**src/rtl/regfile.sv**
```systemverilog
// rtl/regfile.sv - RV32I 32x32 register file, two async read ports, one sync write port, x0 hardwired to zero; optional write-through forwarding under REGFILE_BYPASS_EN
module regfile #(
    parameter  int DATA_W = 32,
    parameter  int NREG   = 32,
    localparam int ADDR_W = $clog2(NREG)
) (
    input  logic              i_clk,
    input  logic              i_reset,
    input  logic [ADDR_W-1:0] i_rs1_addr,
    input  logic [ADDR_W-1:0] i_rs2_addr,
    input  logic [ADDR_W-1:0] i_rd_addr,
    input  logic [DATA_W-1:0] i_rd_data,
    input  logic              i_rd_wren,
    output logic [DATA_W-1:0] o_rs1_data,
    output logic [DATA_W-1:0] o_rs2_data
);

    // NREG is expected to be a power of two so every address maps to a register.
    logic [DATA_W-1:0] regs_q [NREG];
    logic [DATA_W-1:0] regs_d [NREG];

    // A write only lands when enabled and not aimed at x0.
    logic wr_hit;
    assign wr_hit = i_rd_wren && (i_rd_addr != '0);

    // Next-state for the storage array: copy current contents, overlay the pending write.
    always_comb begin
        regs_d = regs_q;
        if (wr_hit) begin
            regs_d[i_rd_addr] = i_rd_data;
        end
    end

    // Storage flops; reset clears everything immediately and wins over a coincident write.
    always_ff @(posedge i_clk or posedge i_reset) begin
        if (i_reset) begin
            for (int i = 0; i < NREG; i++) begin
                regs_q[i] <= '0;
            end
        end else begin
            regs_q <= regs_d;
        end
    end

    // Read port 1: zero for x0 and during reset, optionally forwarded from the write port.
    always_comb begin
        o_rs1_data = '0;
        if (!i_reset && (i_rs1_addr != '0)) begin
            o_rs1_data = regs_q[i_rs1_addr];
`ifdef REGFILE_BYPASS_EN
            if (wr_hit && (i_rs1_addr == i_rd_addr)) begin
                o_rs1_data = i_rd_data;
            end
`endif
        end
    end

    // Read port 2: same rules as port 1, so equal addresses always give equal data.
    always_comb begin
        o_rs2_data = '0;
        if (!i_reset && (i_rs2_addr != '0)) begin
            o_rs2_data = regs_q[i_rs2_addr];
`ifdef REGFILE_BYPASS_EN
            if (wr_hit && (i_rs2_addr == i_rd_addr)) begin
                o_rs2_data = i_rd_data;
            end
`endif
        end
    end

endmodule

```
**config.mk**
```make
export PLATFORM = sky130hd
export DESIGN_NAME = regfile
export DESIGN_NICKNAME = d
export VERILOG_FILES = /design/src/rtl/regfile.sv
export SDC_FILE = /design/constraint.sdc
export NUM_CORES = 2
export LEC_CHECK = 0
export ABC_CLOCK_PERIOD_IN_PS = 45700
export CAP_MARGIN = 20
export CORE_MARGIN = 2
export CORE_UTILIZATION = 60
export DETAILED_ROUTE_END_ITERATION = 10
export PLACE_DENSITY = 0.77
export RECOVER_POWER = 100
export SYNTH_ARGS = -nofsm -noshare
export SYNTH_HDL_FRONTEND = slang
export SYNTH_SLANG_ARGS = --single-unit
```
**constraint.sdc**
```tcl
create_clock -name i_clk -period 45.7 [get_ports i_clk]
set_input_delay 9.14 -clock i_clk [delete_from_list [all_inputs] [get_ports i_clk]]
set_output_delay 9.14 -clock i_clk [all_outputs]
set_load 0.02 [all_outputs]
```
==> flow_metrics.tcl <==
set metrics [dict create \
    final_nets 3986 \
    gr-total-overflow 0 \
    root_buffer "clkbuf_16" \
    cp_max_fo 121 \
    largest_register_ffs 1024 \
    top_register "regs_q" \
    synth_nets 4113 \
    wl_per_cell_um 33.7 \
    p_clk_frac 0.340 \
    dpl.cell_count 4994 \
    syn_avg_cell_area_um2 13.4 \
    cts_resized 0 \
    gp_congestion 0.851 \
    die_x_um 306 \
    grt_pass1_vias 37800 \
    crit_arrival_ns 24.68 \
    slowest_stage "clkbuf_1" \
    worstHoldPathType "flop to flop" \
    pwr-share-seq 0.466 \
    synth.distinct_cells 36 \
    slew_violations 2462 \
    io_buffers 113 \
    relSlewSlack -5.78 \
    drtPass1Iterations 6 \
    area_growth_pct 8.86 \
    start_util 0.606 \
    cts_sinks 1024 \
    violations "capacitance limit, slew limit" \
    io_pins 114 \
    yosys-top-cells-area "dfrtp_1 (47%), mux2_2 (20%), mux2i_1 (11%)" \
    synth_cells 4063 \
    reg2reg_slack_ns 44.86 \
    dieArea_um2 93400 \
    drc 0 \
    path_class "input pin to output pin" \
    drtIter0Drc 5067 \
    fin_util 0.660 \
    max-vdd-ir-drop_uv 32.8 \
    fill_cells 6596 \
    netlist_area_um2 54600 \
    power_leakage_uw 0.0267 \
    crit_path_frequent_cell "clkbuf_1" \
    p_per_area_nw_per_um2 43.9 \
    outcome "complete, but fails checks" \
    max_freq_mhz 29.6 \
    max_stage_delay_ns 6.52 \
    ant_nets 0 \
    period_share 0.740 \
    cts.path.max_buffers 3 \
    rsz0062_at_grt "no" \
    cts_max_level 3 \
    ys_ff_latch 1024 \
    setup_viol 0 \
    worstSetupStartpointType "input pin" \
    yosysTopAreaCell "dfrtp_1" \
    hold_viol_final 0 \
    worstMarginPinSlew_ns 10.17 \
    finClkSkew_ns 0 \
    drive_gt1_frac 0.359 \
    grt_usage 0.372 \
    p_switching_uw 730 \
    cts_hold_buf 0 \
    post-synth-top-area-fraction 0.470 \
    cts_setup_buffers 0 \
    die_y_um 306 \
    grt_pass1_wl_um 256000 \
    synth-seq-area-share 0.470 \
    yosysWarnings 0 \
    dpl.hpwl_um 98100 \
    cts_buffers 107 \
    required_ns 36.56 \
    tritoncts "done" \
    drt_wl_total_um 175000 \
    p_int_uw 1880 \
    vias 37900 \
    insertion_delay_ns 0.69 \
    drv_cap 59 \
    cp_cell_sequence "clkbuf_1 > clkbuf_1 > nor2b_1 > clkbuf_1 > a22oi_1 > nand3_1 > nand4_1 > dlygate4sd3_1" \
    core_um2 90000 \
    grt_antenna_before_repair 12 \
    rows 110 \
    via_per_inst 7.31 \
    grt_start_max_net_pins 196 \
    finalSetupTns_ns 0 \
    pwr-share-comb 0.194 \
    reg.largest.list "regs_q: 1024 flops" \
    endpoint_kind "output pin" \
    clk_pin_slew_ns 0.06 \
    swShare 0.280 \
    stdcell_count 5194 \
    fin_crit_ns 33.82 \
]
==> worst max-delay path, delay by kind of cell <==
family,cells,cell delay [ns]
AO/OA/AOI/OAI,1,0.22
buffers and inverters,4,13.65
AND/OR/NAND/NOR,3,1.49
==> power by group through the flow <==
stage                     clock (µW)  sequential [µW]  combinational (µW)
after floorplan                    0             1180                 390
after global placement             0             1210                 480
after detailed placement           0             1220                 494
after CTS                        889             1210                 497
after global routing             931             1230                 539
final                            885             1210                 507
==> cells in the mapped netlist <==
master,count
nand3b_1,6
or2_2,1
nor2_2,4
a32oi_1,19
o211ai_1,1
nand4_1,65
a21oi_1,83
a32o_1,1
mux4_2,214
and3_1,1
buf_1,3
nor2_1,19
mux2_2,976
clkbuf_1,220
and2_1,7
buf_2,156
o21ba_2,1
inv_1,3
nor2_4,4
nor3_1,3
nand3_1,148
or3b_4,1
or3b_2,2
dfrtp_1,1024
and3b_1,1
a31oi_1,1
nor2b_1,8
o31a_1,2
nand2_1,103
buf_4,59
nor3b_1,8
nor4b_2,1
a22oi_1,299
buf_6,6
mux2_1,16
mux2i_1,597
==> cell type report <==
class | instances | area (µm²) | share of cell area
Antenna cell | 4 | 10.0 | 0.000169
Clock buffer | 153 | 3090 | 0.0521
Clock inverter | 34 | 418 | 0.00704
Inverter | 3 | 12.5 | 0.000211
Multi-Input combinational cell | 2592 | 26900 | 0.454
Sequential cell | 1024 | 25600 | 0.431
Tap cell | 1176 | 1470 | 0.0248
Timing Repair Buffer | 208 | 1820 | 0.0306
==> kinds of logic (layout without fill, tap and decap cells) <==
family | Yosys count | after routing | share of synthesized area
buffers and inverters | 447 | 398 | 0.0392
flip-flops | 1024 | 1024 | 0.470
other | 0 | 4 | 0
multiplexers | 1803 | 1803 | 0.403
AO/OA/AOI/OAI | 407 | 407 | 0.0527
AND/OR/NAND/NOR | 382 | 382 | 0.0358
==> final timing paths <==
kind,startpoint,endpoint,depth (start not counted)
hold / removal,regs_q[1003],regs_q[1003],0
hold reg to reg,regs_q[1003],regs_q[1003],0
min in group asynchronous,i_reset,regs_q[557],2
setup reg to reg,regs_q[828],regs_q[828],1
setup / recovery,i_rs2_addr[1],o_rs2_data[18],8
max in group asynchronous,i_reset,regs_q[873],5
==> stage by stage <==
step                area [µm²]  hold WS [ns]  worst slack, ns  total power, µW
floorplan                54600         0.441             7.43             1570
global placement         56100         0.377            22.85             1690
detailed placement       56100         0.384            22.85             1710
CTS                      59600         0.396            22.82             2590
global route             59400         0.408            11.81             2700
finish                   59400         0.396            11.88             2610
==> routing by layer <==
layer	global-route usage	up-vias	wire length (µm)
met3	0.0840	598	18500
met2	0.556	2316	78100
met1	0.515	19900	68100
met4	0.189	12	10100
met5	0	-	83
li1	-	15100	-
==> placed cells by master, fill, tap and decap left out, types with 65 or more instances in the layout <==
cell type	Yosys	routed
a21oi_1	83	83
a22oi_1	299	299
clkbuf_1	220	73
clkbuf_16	0	111
dfrtp_1	1024	1024
mux2_2	976	975
mux2i_1	597	597
mux4_2	214	214
nand2_1	103	97
nand3_1	148	148
nand4_1	65	65
Power figures use the tool's default switching activity.
